`src/rtl/switch_arbiter.sv`:
```
// rtl/switch_arbiter.sv - per-output round-robin scheduler and crossbar for the 4-port switch
// Burst ownership (up to MAX_BURST grant cycles) is enabled by defining SWITCH_ARB_BURST_EN.
module switch_arbiter #(
    parameter int WIDTH     = 8,
    parameter int NUM_PORTS = 4,
    parameter int MAX_BURST = 4
) (
    input  logic                           clk,
    input  logic                           rst,
    input  logic [NUM_PORTS-1:0]           req_i,
    input  logic [NUM_PORTS*NUM_PORTS-1:0] dest_i,
    input  logic [NUM_PORTS-1:0]           xfer_i,
    input  logic [NUM_PORTS*WIDTH-1:0]     data_i,
    output logic [NUM_PORTS-1:0]           grant_o,
    output logic [NUM_PORTS-1:0]           valid_o,
    output logic [NUM_PORTS*WIDTH-1:0]     data_o,
    output logic                           misroute_o
);

    localparam int PW = (NUM_PORTS > 1) ? $clog2(NUM_PORTS) : 1;
`ifdef SWITCH_ARB_BURST_EN
    localparam bit BURST_EN = 1'b1;
`else
    localparam bit BURST_EN = 1'b0;
`endif
    localparam int                   BURST_LEN = BURST_EN ? MAX_BURST : 1;
    localparam logic [4:0]           BCNT_LAST = 5'(BURST_LEN - 1);
    localparam logic [NUM_PORTS-1:0] ONE       = 1;

    typedef enum logic {IDLE = 1'b0, GRANT = 1'b1} state_e;

    logic [NUM_PORTS-1:0] dest_a [NUM_PORTS];
    logic [WIDTH-1:0]     data_a [NUM_PORTS];
    logic [NUM_PORTS-1:0] gmat   [NUM_PORTS];
    logic [NUM_PORTS-1:0] drop_vec;

    for (genvar i = 0; i < NUM_PORTS; i++) begin : g_in
        assign dest_a[i]  = dest_i[i*NUM_PORTS +: NUM_PORTS];
        assign data_a[i]  = data_i[i*WIDTH +: WIDTH];
        assign grant_o[i] = |gmat[i];
    end

    for (genvar j = 0; j < NUM_PORTS; j++) begin : g_out
        state_e           state_q, state_d;
        logic [PW-1:0]    owner_q, owner_d;
        logic [PW-1:0]    rr_q, rr_d;
        logic [4:0]       bcnt_q, bcnt_d;
        logic             gq_q;
        logic             valid_q, valid_d;
        logic [WIDTH-1:0] data_q, data_d;
        logic             drop_q, drop_d;
        logic [PW:0]      scan;

        always_comb begin
            state_d = state_q;
            owner_d = owner_q;
            rr_d    = rr_q;
            bcnt_d  = bcnt_q;
            scan    = '0;
            if (state_q == IDLE) begin
                // Scan downward so the eligible input closest to rr_q is assigned last and wins
                for (int k = NUM_PORTS - 1; k >= 0; k--) begin
                    scan = {1'b0, rr_q} + (PW+1)'(k);
                    if (scan >= (PW+1)'(NUM_PORTS)) begin
                        scan = scan - (PW+1)'(NUM_PORTS);
                    end
                    if (req_i[scan[PW-1:0]] && dest_a[scan[PW-1:0]] == (ONE << j)) begin
                        state_d = GRANT;
                        owner_d = scan[PW-1:0];
                        bcnt_d  = '0;
                    end
                end
            end else begin
                bcnt_d = bcnt_q + 5'd1;
                if (!req_i[owner_q] || !dest_a[owner_q][j] || bcnt_q == BCNT_LAST) begin
                    state_d = IDLE;
                    rr_d    = (owner_q == PW'(NUM_PORTS - 1)) ? '0 : owner_q + PW'(1);
                end
            end
        end

        // owner_q still names the source in the read cycle that follows a grant cycle
        always_comb begin
            valid_d = 1'b0;
            data_d  = data_q;
            drop_d  = 1'b0;
            if (gq_q && xfer_i[owner_q]) begin
                if (dest_a[owner_q][j]) begin
                    valid_d = 1'b1;
                    data_d  = data_a[owner_q];
                end else begin
                    drop_d = BURST_EN;
                end
            end
        end

        always_ff @(posedge clk) begin
            if (rst) begin
                state_q <= IDLE;
                owner_q <= '0;
                rr_q    <= '0;
                bcnt_q  <= '0;
                gq_q    <= 1'b0;
                valid_q <= 1'b0;
                data_q  <= '0;
                drop_q  <= 1'b0;
            end else begin
                state_q <= state_d;
                owner_q <= owner_d;
                rr_q    <= rr_d;
                bcnt_q  <= bcnt_d;
                gq_q    <= (state_q == GRANT);
                valid_q <= valid_d;
                data_q  <= data_d;
                drop_q  <= drop_d;
            end
        end

        for (genvar i = 0; i < NUM_PORTS; i++) begin : g_gnt
            assign gmat[i][j] = (state_q == GRANT) && (owner_q == PW'(i));
        end

        assign valid_o[j]                 = valid_q;
        assign data_o[j*WIDTH +: WIDTH]   = data_q;
        assign drop_vec[j]                = drop_q;
    end

    assign misroute_o = |drop_vec;

endmodule

```
`config.mk`:
```
export PLATFORM = sky130hd
export DESIGN_NAME = switch_arbiter
export DESIGN_NICKNAME = d
export VERILOG_FILES = /design/src/rtl/switch_arbiter.sv
export SDC_FILE = /design/constraint.sdc
export NUM_CORES = 1
export LEC_CHECK = 0
export CORE_UTILIZATION = 47
export CTS_BUF_LIST = sky130_fd_sc_hd__clkbuf_2 sky130_fd_sc_hd__clkbuf_4 sky130_fd_sc_hd__clkbuf_8
export CTS_CLUSTER_SIZE = 16
export DETAILED_ROUTE_END_ITERATION = 10
export PLACE_DENSITY = 0.73
export SYNTH_ARGS = -nofsm -noshare
export SYNTH_HDL_FRONTEND = slang
export SYNTH_SLANG_ARGS = --single-unit
export TNS_END_PERCENT = 100
```
`constraint.sdc`:
```
create_clock -name clk -period 2.3 [get_ports clk]
set_input_delay 0.23 -clock clk [delete_from_list [all_inputs] [get_ports clk]]
set_output_delay 0.23 -clock clk [all_outputs]
set_load 0.05 [all_outputs]
```
Word level (Yosys, flattened, before mapping) --
Cells that the tools add are included.
Word-level totals: flip-flop bits (word level) 80, input bits 58, output and inout port bits 41, word-level logic and storage cells 484
Operators by class: $add $sub $neg 36, magnitude comparators 56, eq/ne operators 28, muxes and demuxes 220, bitwise logic cells 28, reductions and logical operators 88
Operators by type and width (count):
- binary-select mux 4 bit (select 2 bit) | 20
- 2-to-1 mux 4 bit | 34
- 2-to-1 mux 2 bit | 54
- 2-to-1 mux 5 bit | 20
- >= comparator 3 bit, second input constant | 32
- binary-select mux 8 bit (select 2 bit) | 4
- 2-to-1 mux 8 bit | 8
- less-than comparator 2 x 3 -> 1 bit, second input constant | 20
- NOT 2 -> 3 bit | 20
- 2-to-1 mux 1 bit | 54
- binary-select mux 1 bit (select 2 bit) | 24
- logical AND 1 bit | 36
- subtractor 2 x 1 -> 2 bit, second input constant | 16
- adder 2 x 2 -> 3 bit, second input constant | 8
- AND reduction 2 bit | 12
- adder 5 x 1 -> 5 bit, second input constant | 4
- logical NOT 5 bit | 4
- nonzero test 5 bit | 4
- equality test 2 bit, second input constant | 8
- equality test 4 x 1 -> 1 bit, second input constant | 4
- equality test 4 x 2 -> 1 bit, second input constant | 4
- equality test 4 x 3 -> 1 bit, second input constant | 4
- equality test 4 bit, second input constant | 4
- nonzero test 4 bit | 4
- other kinds (11) | 54

Logic depth before layout (Yosys ltp) --
Gate-level depths: netlist of run 1.
depth in word-level cells 15, mapped depth 7, depth with buffers taken out 7

Worst setup path before layout of run 1 --
Ideal clock, no wire load.
path kind register -> register, from reg g_out[0].owner_q[0], to reg g_out[0].rr_q[0], setup time 0.128 ns, data arrival time 1.724 ns, required time 2.172 ns, setup slack 0.448 ns, cell stages (with the launch flop) 6, buffers on the path 1, clock period less this slack 1.852 ns, path through dfxtp_1 -> clkbuf_1 -> mux4_1 -> a31oi_1 -> mux2i_1 -> nor2_1
On the way: cells in the longest elaborated chain, start to end 8, elaborated cells between the ends (all ways) 14, classes of those cells 1 x add/sub; 1 x eq/ne; 6 x mux; 1 x bitwise; 5 x reduce/logical
Ends and longest elaborated chain:
- from (decl) | RTL line 45 | logic [PW-1:0] owner_q, owner_d;
- from (signal assigned) | RTL line 109 | owner_q <= owner_d;
- NOT 2 -> 3 bit (implied by the code) | RTL line 75 | if (!req_i[owner_q] || !dest_a[owner_q][j] || bcnt_q == BCNT_LAST) begin
- binary-select mux 4 bit (select 2 bit) | RTL line 75
- 2-to-1 mux 1 bit (implied by the code) (2 in a row) | RTL line 75
- logical NOT 1 bit | RTL line 75
- logical OR 1 bit (2 in a row) | RTL line 75
- AND reduction 2 bit (no line)
- to (signal assigned) | RTL line 110 | rr_q <= rr_d;
- to (decl) | RTL line 46 | logic [PW-1:0] rr_q, rr_d;
Several ways; a longest one is shown, not always the timed one. The select of a mux whose other input is x is not followed. A chain may end at the register's enable or synchronous reset.

Final worst setup path of run 1 --
from reg g_out[1].owner_q[0], to out grant_o[2]
On the way: cells in the longest elaborated chain, start to end 3
Ends and longest elaborated chain:
- from (decl) | RTL line 45
- from (signal assigned) | RTL line 109
- equality test 2 bit | RTL line 120 | assign gmat[i][j] = (state_q == GRANT) && (owner_q == PW'(i));
- logical AND 1 bit | RTL line 120
- OR reduction 4 bit | RTL line 40 | assign grant_o[i] = |gmat[i];
- to (decl) | RTL line 14 | output logic [NUM_PORTS-1:0] grant_o,
No other way between the ends.

==> results of run 1 <==
[cells in the mapped netlist (3+ instances only)]
| cell | n | share of area |
|---|---|---|
| a21oi_1 | 16 | 0.016 |
| a22oi_1 | 10 | 0.015 |
| a311oi_1 | 13 | 0.022 |
| a31oi_1 | 8 | 0.0097 |
| a41oi_1 | 10 | 0.017 |
| buf_1 | 5 | 0.0036 |
| buf_2 | 9 | 0.0087 |
| buf_4 | 5 | 0.0073 |
| clkbuf_1 | 16 | 0.012 |
| dfxtp_1 | 80 | 0.31 |
| ha_1 | 24 | 0.058 |
| inv_1 | 23 | 0.017 |
| mux2i_1 | 39 | 0.076 |
| mux4_1 | 4 | 0.020 |
| mux4_2 | 40 | 0.17 |
| nand2_1 | 24 | 0.017 |
| nand2b_1 | 9 | 0.011 |
| nand3_1 | 24 | 0.023 |
| nand4b_1 | 4 | 0.0068 |
| nor2_1 | 75 | 0.055 |
| nor2b_1 | 3 | 0.0036 |
| nor3_1 | 7 | 0.0068 |
| o21ai_0 | 10 | 0.0097 |
| o22ai_1 | 3 | 0.0036 |
| or4b_2 | 4 | 0.0078 |
[per-stage QoR]
stage	setup WS [ns]	utilization	cell area, um2	cells	power (W)
after floorplan	0.4482	-	5151	516	0.001951
after global placement	0.07942	0.6031	6310	732	0.002224
after detailed placement	0.03893	0.6031	6310	732	0.002242
after CTS	0.05142	0.6232	6520	748	0.003328
after global routing	0.01392	0.6232	6520	748	0.003451
final	0.1077	0.6232	6520	748	0.003305
[worst register-to-register path: stages, from the launching register on]
cell and delay (ns):
dfxtp_1 0.51, mux4_1 0.64, a31oi_1 0.36, mux2i_1 0.23, nor2_1 0.05
[worst paths after layout]
kind / startpoint / to / slack, ns / depth (start not counted)
min: rst / g_out[2].gq_q / 0.39 / 2
max: g_out[1].owner_q[0] / grant_o[2] / 0.11 / 6
max reg2reg: g_out[1].owner_q[0] / g_out[1].rr_q[0] / 0.38 / 4
min reg2reg: g_out[2].bcnt_q[4] / g_out[2].bcnt_q[4] / 0.49 / 1
[power by group through the flow]
stage / clock network [W] / registers, W / logic (W)
after floorplan: 0 / 0.00151 / 0.000443
after global placement: 0 / 0.00152 / 0.000707
after detailed placement: 0 / 0.00152 / 0.000722
after CTS: 0.00111 / 0.00149 / 0.000725
after global routing: 0.00118 / 0.00150 / 0.000778
final: 0.00109 / 0.00149 / 0.000726
[sequential cells by signal, summed over array words and instances (netlist names)]
register,cells
g_out.data_q,32
g_out.bcnt_q,20
g_out.owner_q,8
g_out.rr_q,8
g_out.gq_q,4
g_out.state_q,4
g_out.valid_q,4
[area by class of cell]
class                   instances  share of cell area
flip-flops and latches         80              0.2456
well taps                     136             0.02610
clock inverters                 2            0.005949
repair buffers                116              0.1787
clock buffers                  14             0.02571
inverters                      23             0.01324
multi-input cells             377              0.5047
[cells by family (layout without fill, tap and decap cells)]
family                     after synthesis  count (layout)  synth area share
AOI/OAI and AO/OA                       96              96            0.1404
adders and majority gates               24              24           0.05830
and+or+nand+nor                        172             172            0.1661
other                                    1               1         0.0007280
DFF                                     80              80            0.3109
muxes                                   84              84            0.2733
buffers and inverters                   59             155           0.05028
[metal layers]
layer,wire length [um],global-route usage,vias up,share of wire
met2,6750,0.4332,217,0.48
met1,6052,0.3311,2209,0.43
met5,0,0,-,0
met3,1081,0.04681,26,0.076
li1,-,-,2143,-
met4,288,0.07926,0,0.020
[what timing repair did]
action                                 4_1_cts  5_1_grt
endpoints found under the hold margin        0        0
setup endpoints to repair                    2        0
gates resized for setup                      1        0
[cells in the final DEF (no fill, tap or decap), drive strengths merged, types with 2 or more instances in the layout]
cell           count
clkdlybuf4s50     92
dfxtp             80
nor2              75
mux4              44
mux2i             39
nand2             24
nand3             24
ha                24
buf               24
inv               23
a21oi             16
clkbuf            14
a311oi            13
a41oi             12
a22oi             10
o21ai             10
nand2b             9
a31oi              8
nor3               7
or4b               4
nand4b             4
or3b               4
or2                4
nor2b              3
o22ai              3
and4               3
o2bb2ai            2
o32ai              2
nor4b              2
a211oi             2
a21boi             2
nand4              2
o21bai             2
and3               2
==> results.sh, run 1 <==
export IMPL_grt_pass1_vias=4474
export IMPL_report_final_slew_viol_count=0
export IMPL_required_time_reported_for_the_critical_path_endpoint_ns=2.07
export IMPL_power_per_cell_area_nw_per_um2=507.0
export IMPL_placeableCoreArea_um2=10460
export IMPL_globalplace_congestion=0.9217
export IMPL_synth_async_reset_ratio=0
export IMPL_grt_start_max_net_pins=37
export IMPL_synthDistinctLibCells=65
export IMPL_fillerInstances=906
export IMPL_worst_path_largest_cell_delay_ns=0.51
export IMPL_tritoncts_num_buffers=9
export IMPL_die_x_um=106.7
export IMPL_vdd_drop_max_mv=0.3463
export IMPL_mappedNetlistNets=598
export IMPL_cpMaxStageDelayCell="dfxtp_1"
export IMPL_layout_drive_gt1_share=0.1552
export IMPL_cts_tree="built"
export IMPL_gate_power_share=0.220
export IMPL_power_switching_share=0.2809
export IMPL_hold_path_class="input port to flip-flop"
export IMPL_num_antenna_cells=0
export IMPL_ff_latch_area_um2=1602
export IMPL_io_port_bufs=97
export IMPL_synth_main_ff_cell="dfxtp_1"
export IMPL_grt_overflow_total=0
export IMPL_dieHeight_um=106.7
export IMPL_detail_route_vias_per_cell=6.143
export IMPL_critPathLaunchType="flip-flop"
export IMPL_cts_repair_timing_setup_buffer_count=0
export IMPL_antenna_violating_nets_post_route=0
export IMPL_synth_edf_count=0
export IMPL_crit_path_max_fanout=12
export IMPL_grt_antenna_before_repair=0
export IMPL_initialDrtViolationCount=271
export IMPL_timing_hold_violations_final=0
export IMPL_max_cap_violations=0
export IMPL_skew_ns=0.01277
export IMPL_timing_worst_setup_path_type="flip-flop to primary output"
export IMPL_multi_input_gate_area_um2=3291
export IMPL_synth_ff_latch_count=80
export IMPL_critical_path_cell_chain="buf_6 -> inv_1 -> ha_1 -> a22oi_1 -> nand2_1 -> buf_4"
export IMPL_max_slew_worst_pin_slew_ns=0.6752
export IMPL_fp_dieArea_um2=11380
export IMPL_ctsLongestPathBuffers=2
export IMPL_clock_net_sink_count=80
export IMPL_avgSynthCellArea_um2=9.983
export IMPL_clk_insertion_delay_late_ns=0.35
export IMPL_final_min_period_over_clock_period=0.9532
export IMPL_avgRoutedWirePerCell_um=18.95
export IMPL_power_sequential_fraction=0.450
export IMPL_hold_worst_slack_ns=0.3924
export IMPL_reg_clk_slew_reported_paths_ns=0.08
export IMPL_dr_total_vias=4595
export IMPL_share_clk_of_total_power=0.330
export IMPL_areaGrowthSynthToFinish_pct=26.57
export IMPL_std_cell_rows=37
export IMPL_initial_utilization=0.4923
export IMPL_achievable_frequency_mhz=456.1
export IMPL_run_status="finished clean"
export IMPL_first_pass_grt_wire_length_mm=22.60
export IMPL_layout_min_cycle_time_ns=2.192
export IMPL_floorplan_io_pins=99
export IMPL_post_synth_instance_area_um2=5151
export IMPL_leakage_nw=2.509
export IMPL_root_buffer="clkbuf_8"
export IMPL_grt_usage=0.2559
export IMPL_cts_htree_levels=3
export IMPL_critPathTopFamily="buffers and inverters"
export IMPL_unrepaired_setup_endpoints_after_global_routing="no"
export IMPL_p_sw_w=0.0009286
export IMPL_detailed_place_hpwl_mm=10.62
export IMPL_slew_headroom=0.5499
export IMPL_critical_path_n_buffers_inverters=3
export IMPL_worstPathArrival_ns=1.96
export IMPL_cts_hold_fix_buffers=0
export IMPL_ys_seq_area_frac=0.3109
export IMPL_finalNetCount=689
export IMPL_final_setup_viol_count=0
export IMPL_totalWireLength_mm=14.17
export IMPL_detail_route_drc_violations=0
export IMPL_fin_setup_tns_ns=0
export IMPL_endpoint_kind="primary output"
export IMPL_firstDrtPassIters=6
export IMPL_cellInternalPower_w=0.002377
export IMPL_yosysWarningCount=0
export IMPL_synth_cells=516
Note: power is estimated with default switching activity, not from simulation.
==> inputs of run 2 (changes only) <==
--- a/config.mk
+++ b/config.mk
@@ -9,7 +9,7 @@
 export CTS_BUF_LIST = sky130_fd_sc_hd__clkbuf_2 sky130_fd_sc_hd__clkbuf_4 sky130_fd_sc_hd__clkbuf_8
 export CTS_CLUSTER_SIZE = 16
 export DETAILED_ROUTE_END_ITERATION = 10
-export PLACE_DENSITY = 0.73
+export PLACE_DENSITY_LB_ADDON = 0.1
 export SYNTH_ARGS = -nofsm -noshare
 export SYNTH_HDL_FRONTEND = slang
 export SYNTH_SLANG_ARGS = --single-unit
==> run 2 against run 1 <==
  * Total power increased by 0.92%
  * Global-route usage about the same
  * Routed wire length decreased by 3.2%
  * Final cell count increased by 0.53%
  * Sequential cell count unchanged
==> results.sh, run 2 (synthesis results as in run 1) <==
export IMPL_grt_usage=0.2557
export IMPL_final_min_period_over_clock_period=0.9401
export IMPL_crit_path_cell_count=6
export IMPL_critPathLaunchType="flip-flop"
export IMPL_std_cell_rows=37
export IMPL_grt_overflow_total=0
export IMPL_endpoint_kind="primary output"
export IMPL_worst_path_largest_cell_delay_ns=0.50
export IMPL_globalplace_congestion=0.9262
export IMPL_clock_net_sink_count=80
export IMPL_leakage_nw=2.515
export IMPL_ctsLongestPathBuffers=2
export IMPL_grt_pass1_vias=4218
export IMPL_share_clk_of_total_power=0.335
export IMPL_grt_start_max_net_pins=44
export IMPL_skew_ns=0.01185
export IMPL_cts_tree="built"
export IMPL_timing_worst_setup_path_type="flip-flop to primary output"
export IMPL_critical_path_n_buffers_inverters=3
export IMPL_fin_setup_tns_ns=0
export IMPL_dieHeight_um=106.7
export IMPL_power_per_cell_area_nw_per_um2=509.3
export IMPL_hold_path_endpoint="g_out[2].gq_q"
export IMPL_initialDrtViolationCount=237
export IMPL_worstPathArrival_ns=1.93
export IMPL_unrepaired_setup_endpoints_after_global_routing="no"
export IMPL_initial_utilization=0.4923
export IMPL_layout_setup_ws_ns=0.1377
export IMPL_power_sequential_fraction=0.446
export IMPL_min_path_cells=2
export IMPL_first_pass_grt_wire_length_mm=22.51
export IMPL_num_antenna_cells=0
export IMPL_reg_top3="g_out.data_q x32, g_out.bcnt_q x20"
export IMPL_max_slew_worst_pin_slew_ns=0.6116
export IMPL_timing_hold_violations_final=0
export IMPL_place_ws_ns=0.04043
export IMPL_gate_power_share=0.219
export IMPL_mostFrequentLayoutCells="clkdlybuf4s50_1 (92), dfxtp_1 (80), nor2_1 (75), mux4_2 (40), mux2i_1 (39)"
export IMPL_cts_htree_levels=3
export IMPL_dr_total_vias=4524
export IMPL_worst_r2r_setup_slack_ns=0.37
export IMPL_firstDrtPassIters=5
export IMPL_detailed_place_hpwl_mm=10.03
export IMPL_run_status="finished clean"
export IMPL_vdd_drop_max_mv=0.2889
export IMPL_totalWireLength_mm=13.72
export IMPL_largest_register="g_out.data_q"
export IMPL_root_buffer="clkbuf_8"
export IMPL_detail_route_drc_violations=0
export IMPL_die_x_um=106.7
export IMPL_r2r_start="g_out[1].bcnt_q[0]"
export IMPL_placeableCoreArea_um2=10460
export IMPL_fillerInstances=920
export IMPL_crit_path_max_fanout=12
export IMPL_critPathTopFamily="buffers and inverters"
export IMPL_hold_start="rst"
export IMPL_final_setup_viol_count=0
export IMPL_critical_path_cell_chain="buf_6 -> inv_1 -> ha_1 -> a22oi_1 -> nand2_1 -> buf_4"
export IMPL_slew_headroom=0.5917
export IMPL_hold_path_class="input port to flip-flop"
export IMPL_avgRoutedWirePerCell_um=18.24
export IMPL_worst_r2r_path_depth=6
export IMPL_grt_antenna_before_repair=0
export IMPL_ff_latch_area_um2=1602
export IMPL_antenna_violating_nets_post_route=0
export IMPL_tritoncts_num_buffers=9
export IMPL_p_sw_w=0.0009919
export IMPL_max_cap_violations=0
export IMPL_cts_hold_fix_buffers=0
export IMPL_achievable_frequency_mhz=462.5
export IMPL_post_cts_resized=0
export IMPL_cellInternalPower_w=0.002344
export IMPL_layout_drive_gt1_share=0.1607
export IMPL_reg_clk_slew_reported_paths_ns=0.09
export IMPL_timing_rr_end="g_out[1].rr_q[0]"
export IMPL_detail_route_vias_per_cell=6.016
export IMPL_required_time_reported_for_the_critical_path_endpoint_ns=2.07
export IMPL_power_switching_share=0.2973
export IMPL_most_common_cell_after_layout_fill_and_taps_aside="clkdlybuf4s50_1"
export IMPL_layout_min_cycle_time_ns=2.162
export IMPL_floorplan_io_pins=99
export IMPL_largest_reg_flops=32
export IMPL_finalNetCount=693
export IMPL_cpMaxStageDelayCell="dfxtp_1"
export IMPL_fp_dieArea_um2=11380
export IMPL_clk_insertion_delay_late_ns=0.36
export IMPL_areaGrowthSynthToFinish_pct=27.16
export IMPL_multi_input_gate_area_um2=3291
export IMPL_report_final_slew_viol_count=0
export IMPL_io_port_bufs=97
export IMPL_cts_repair_timing_setup_buffer_count=0
run 2: metal layers:
metal	vias to the layer above	wire, um	track usage
li1	2155	-	-
met1	2190	6265	0.3582
met2	166	6450	0.4065
met3	13	852	0.04681
met4	0	150	0.06654
met5	-	0	0
run 2: power by group through the flow:
stage / Combinational, W / Clock (W) / Sequential, W
finish: 0.000730 / 0.00112 / 0.00149
global route: 0.000790 / 0.00121 / 0.00150
floorplan: 0.000443 / 0 / 0.00151
global placement: 0.000716 / 0 / 0.00152
detailed placement: 0.000723 / 0 / 0.00152
CTS: 0.000727 / 0.00114 / 0.00149
run 2: through the flow:
stage                     total power, W  instances  utilization  hold WS, ns  area, um2
after CTS                       0.003354        752       0.6250       0.3309       6539
final                           0.003336        752       0.6260       0.3501       6550
after global placement          0.002233        736       0.6048       0.4580       6327
after floorplan                 0.001951        516            -       0.4210       5151
after global routing            0.003493        752       0.6260       0.3750       6550
after detailed placement        0.002241        736       0.6048       0.4610       6327
run 2: cell type report:
class	instances	share of cell area
clock buffer	10	0.02101
clock inverter	6	0.01127
inverter	23	0.01318
multi-input combinational	377	0.5024
sequential	80	0.2445
tap	136	0.02598
timing repair buffer	120	0.1817
run 2: worst max-delay path by stage:
| stage | endpoint | from | slack, ns |
|---|---|---|---|
| after floorplan | g_out[0].rr_q[0] | g_out[0].owner_q[0] | 0.45 |
| after global placement | g_out[3].owner_q[0] | dest_i[0] | 0.10 |
| after detailed placement | g_out[0].owner_q[1] | req_i[0] | 0.04 |
| after CTS | grant_o[0] | g_out[1].owner_q[0] | 0.06 |
| after global routing | grant_o[0] | g_out[1].owner_q[0] | 0.04 |
| final | grant_o[0] | g_out[1].owner_q[0] | 0.14 |
run 2: worst reg2reg max path: stages (launching register included):
cell and delay, ns:
dfxtp_1 0.36, inv_1 0.09, ha_1 0.13, or4b_2 0.60, a31oi_1 0.35, mux2i_1 0.24
nor2_1 0.05
==> RTL edit 1, RTL diff (settings of run 1) <==
Make the reset (`rst`) asynchronous in one clocked block.
--- a/src/rtl/switch_arbiter.sv
+++ b/src/rtl/switch_arbiter.sv
@@ -94,7 +94,7 @@
             end
         end
 
-        always_ff @(posedge clk) begin
+        always_ff @(posedge clk or posedge rst) begin
             if (rst) begin
                 state_q <= IDLE;
                 owner_q <= '0;
Behaviour: differs if rst is asserted again (counterexample within 4 cycles, from zero or initial values and one cycle with rst high); with rst held inactive, the same outputs for 4 cycles.
==> RTL edit 1 against run 1 <==
  * Area after synthesis rose by 1.1%
  * Synthesized cell count is 15% lower
  * Wire length shrank 1.5%
  * Design area grew 3.6%
  * Die area up 1.1%
  * Clock skew up 1.0 ps
  * Worst setup slack lost 6.6 ps
  * Cell count is 6.7% lower
  * Sequential cell count unchanged
Power is not compared: it rests on default switching activity, and its combinational part moved more than twofold at a synthesized area within 25%.
==> RTL edit 1: results (changes against run 1) <==
metric,value,unit,change
status,completed,,
critical path arrival,1970,ps,
total clock buffers created by CTS,9,,unchanged
Async SR Flop Fraction,100.0,%,+100 points
Post-Synthesis Cells,439,,-15%
Top delay family on crit path,flip-flops,,
Initial DRC Count,292,,+7.7%
Worst-Skew Late Latency,360,ps,
distinct cell type count after synthesis,59,,-9.2%
Placed Cells,684,,-6.6%
Inserted Diodes,0,,unchanged
GR Util All Layers,25.55,%,-0.040 points
Synth area leaders,"dfrtp_1 (38%), mux4_2 (17%), mux2_2 (7.6%)",,
htree depth,3,,unchanged
Crit-path slowest cell,dfrtp_1,,
"Setup Fix Bufs, Post-CTS",0,,unchanged
routability congestion estimate,0.9400,,+2.0%
First-pass DRT Iterations,5,,-1
CTS Buffer Depth,2,,unchanged
Layout Nets,637,,-7.5%
Post-Layout Cell Count,698,,-6.7%
initial antenna violation count,0,,unchanged
xor and xnor fraction of the mapped netlist area,0.6724,%,+0.67 points
Post-DP HPWL,10720,um,+0.97%
Syn Nets,521,,-13%
placed cell area,0.006556,mm^2,+3.9%
Avg WL per Cell,20.01,um,+5.6%
Slew headroom,29.59,%,-25 points
first-pass GRT wire length,22130,um,-2.1%
"slowest stage delay, CP",560,ps,+50 ps
hold crit path type,in -> async,,
adder-cell share of the synthesized area,5.764,%,-0.066 points
LEAKAGE,2.856,nW,
share of layout cells above drive strength 1,24.19,%,+8.7 points
mux share of post-synthesis cell area,28.63,%,+1.3 points
post-synthesis compound-gate area fraction,11.29,%,-2.8 points
clock-pin slew on the worst setup and hold paths,90,ps,
DP Worst Slack,-227.6,ps,-266.5 ps
CTS Root Cell,clkbuf_8,,
CTS resizes,0,,-1
Synth top cells by count,"dfrtp_1 (80), mux4_2 (40), mux2_2 (35)",,
Clock Skew,13.77,ps,+0.9992 ps
largest net degree at the start of global routing,40,,+8.1%
CP max FO,10,,-2
yosys warns,0,,unchanged
biggest regs,"g_out.data_q: 32 flops, g_out.bcnt_q: 20 flops",,
"Seq/Total Area, Yosys",38.42,%,+7.3 points
IO buf count,97,,unchanged
Worst VDD drop,1.000,mV,
routed vias,4280,,-6.9%
layout filler cell count,899,,-0.77%
RTL edit 1: worst paths after layout:
kind                                     start                   to  slack, ps  cells past startpoint
setup / recovery           g_out[3].owner_q[1]           grant_o[2]        100                      5
max in group asynchronous                  rst  g_out[2].owner_q[0]       1410                      3
setup reg to reg            g_out[1].bcnt_q[0]     g_out[1].rr_q[0]        250                      5
hold reg to reg             g_out[3].bcnt_q[4]   g_out[3].bcnt_q[4]        480                      1
hold / removal                             rst   g_out[3].data_q[0]        200                      2
min in group clk            g_out[3].bcnt_q[4]   g_out[3].bcnt_q[4]        480                      1
RTL edit 1: per-stage QoR:
stage / power, mW / hold WS [ps]
6_report: 9.201 / 202.3
5_1_grt: 9.726 / 229.0
4_1_cts: 9.189 / 211.3
3_5_place_dp: 8.198 / 474.7
3_3_place_gp: 8.055 / 462.5
2_1_floorplan: 6.294 / 351.9
RTL edit 1: area by class of cell:
cell class / instances / area [um^2] / share of cell area (%)
clock buffer: 12 / 165.2 / 2.445
clock inverter: 2 / 15.01 / 0.2223
inverter: 32 / 120.1 / 1.778
multi-input combinational: 305 / 2985 / 44.20
sequential: 80 / 2004 / 29.68
tap: 140 / 175.2 / 2.594
timing repair buffer: 127 / 1289 / 19.08
RTL edit 1: kinds of logic after synthesis:
family	after synthesis
simple gates	101
mux	88
compound gates	87
flops	80
buf+inv	54
fa+ha+maj	24
xor+xnor	4
other cells	1
RTL edit 1: where the power goes:
part | internal, mW | switching, mW
combinational | 2.51 | 2.98
clock | 0.469 | 0.507
sequential | 2.03 | 0.702
total | 5.01 | 4.19
RTL edit 1: layer usage:
layer  up-vias  global-route usage (%)  part of all wire, %
met5         -                       0                    0
met1      2161                   34.00                   44
li1       1926                       -                    -
met4         0                   9.491                  1.6
met3        17                   4.722                  6.5
met2       176                   41.75                   48
==> RTL edit 2, RTL diff (settings of run 1) <==
Made on the original files. `BURST_EN`: 1'b0 -> 1'b1.
--- a/src/rtl/switch_arbiter.sv
+++ b/src/rtl/switch_arbiter.sv
@@ -21,7 +21,7 @@
 `ifdef SWITCH_ARB_BURST_EN
     localparam bit BURST_EN = 1'b1;
 `else
-    localparam bit BURST_EN = 1'b0;
+    localparam bit BURST_EN = 1'b1;
 `endif
     localparam int                   BURST_LEN = BURST_EN ? MAX_BURST : 1;
     localparam logic [4:0]           BCNT_LAST = 5'(BURST_LEN - 1);
Function: changed (Yosys sat finds a counterexample within 4 cycles, from zero or initial values and one cycle with rst high).
==> RTL edit 2 against run 1 <==
  * Clock skew shrank 0.93 ps
  * Global-route usage grew 0.61 points
  * Total power is 6.3% higher
  * Critical path depth unchanged
  * Synthesized cell count down 0.78%
  * Worst setup slack better by 8.7 ps
  * Fmax is 0.40% higher
  * Sequential cell count is 4 higher
  * Combinational power shrank 1%
  * Wire length grew 1.6%
  * Design area rose by 1.8%
  * Area after synthesis is essentially flat
  * Register-to-register slack got worse by 90 ps
==> RTL edit 2: results (changes against run 1) <==
metric,value,unit,change
Pins Over Slew Limit,0,,unchanged
Post-DP HPWL,10790,um,+1.7%
clock-pin slew on the worst setup and hold paths,100,ps,+20 ps
DR vias/cell,6.164,,+0.34%
LEAKAGE,2.289,nW,-8.8%
post-detailed-routing wire length,14400,um,+1.6%
share of layout cells above drive strength 1,17.10,%,+1.6 points
Layout Nets,693,,+0.58%
yosys warns,0,,unchanged
first-pass GRT wire length,23050,um,+2.0%
met1 wire length,6239,um,+3.1%
Synth area leaders,"dfxtp_1 (33%), mux4_2 (17%), mux2i_1 (7.4%)",,
First-pass DRT Iterations,7,,+1
Post-Layout Cell Count,756,,+1.1%
"Setup Fix Bufs, Post-CTS",0,,unchanged
Syn Nets,590,,-1.3%
CP max FO,13,,+1
Crit-path slowest cell,dfxtp_1,,
largest net degree at the start of global routing,26,,-30%
metal2 WL,6830,um,+1.2%
htree depth,3,,unchanged
Synth top cells by count,"dfxtp_1 (84), nor2_1 (61), mux4_2 (40)",,
Placed Cells,740,,+1.1%
status,completed,,
Slew headroom,51.17,%,-3.8 points
DR top layer,met4,,
routability congestion estimate,0.9375,,+1.7%
vias in the first global route,4344,,-2.9%
GR Util All Layers,26.19,%,+0.61 points
distinct cell type count after synthesis,60,,-7.7%
"slowest stage delay, CP",470,ps,-40 ps
placed cell area,0.006402,mm^2,+1.5%
Initial DRC Count,373,,+38%
biggest regs,"g_out.data_q: 32 flops, g_out.bcnt_q: 20 flops",,
IO buf count,98,,+1.0%
Post-Synthesis Cells,512,,-0.78%
"Seq/Total Area, Yosys",32.64,%,+1.5 points
Worst VDD drop,0.3261,mV,-5.8%
metal3 WL,972,um,-10%
Worst-Skew Late Latency,370,ps,+20 ps
Clock Skew,11.84,ps,-0.9325 ps
## RTL edit 2: cell types whose count changed after synthesis, moves of 5 or more
cell,before,now
a311oi_1,13,7
nor2_1,75,61
inv_1,23,17
a21oi_1,16,23
or2_2,1,6
a41oi_1,10,3
## RTL edit 2: path summary, 6_finish.rpt
path | startpoint | end | slack [ps] | cells past startpoint
worst max-delay path | g_out[3].owner_q[0] | grant_o[0] | 120 | 6
worst min-delay path | rst | g_out[3].rr_q[0] | 340 | 2
worst max register to register | g_out[1].owner_q[0] | g_out[1].rr_q[0] | 290 | 4
worst min register to register | g_out[3].gq_q | g_out[3].drop_q | 460 | 2
## RTL edit 2: repair_timing
item	CTS	global route
hold buffers	0	0
resized for setup	0	1
endpoints found under the setup margin	0	2
## RTL edit 2: logic make-up (layout without fill, tap and decap cells)
logic type / count (synthesis) / after routing / synth area share, %
AOI/OAI and AO/OA: 84 / 84 / 11.46
xor gates and xnor gates: 2 / 2 / 0.3400
adders and majority gates: 20 / 20 / 4.857
buffers and inverters: 52 / 160 / 4.225
DFF: 84 / 84 / 32.64
muxes: 82 / 82 / 26.91
and+or+nand+nor: 188 / 188 / 19.57
## RTL edit 2: area by class of cell
cell class | count | area [um^2]
Fill cell | 884 | 3827
Multi-Input combinational cell | 376 | 3253
Sequential cell | 84 | 1682
Timing Repair Buffer | 127 | 1237
Tap cell | 136 | 170.2
Clock buffer | 9 | 123.9
Clock inverter | 7 | 105.1
Inverter | 17 | 63.81
## RTL edit 2: power breakdown
part | switching, mW | leakage, nW | total, mW | internal (mW)
Combinational | 0.351 | 1.49 | 0.719 | 0.368
Sequential | 0.0575 | 0.679 | 1.55 | 1.49
Clock | 0.614 | 0.118 | 1.25 | 0.633
## RTL edit 2: through the flow
step	setup WS [ps]	total power, mW
2_1_floorplan	291.6	1.990
3_3_place_gp	43.10	2.269
3_5_place_dp	-1.219	2.285
4_1_cts	47.08	3.527
5_1_grt	35.81	3.654
6_report	116.4	3.512
## RTL edit 2: routing by layer
layer | global-route usage (%) | vias up
li1 | - | 2164
met1 | 35.93 | 2267
met2 | 41.01 | 200
met3 | 4.802 | 29
met4 | 10.08 | 0
met5 | 0 | -
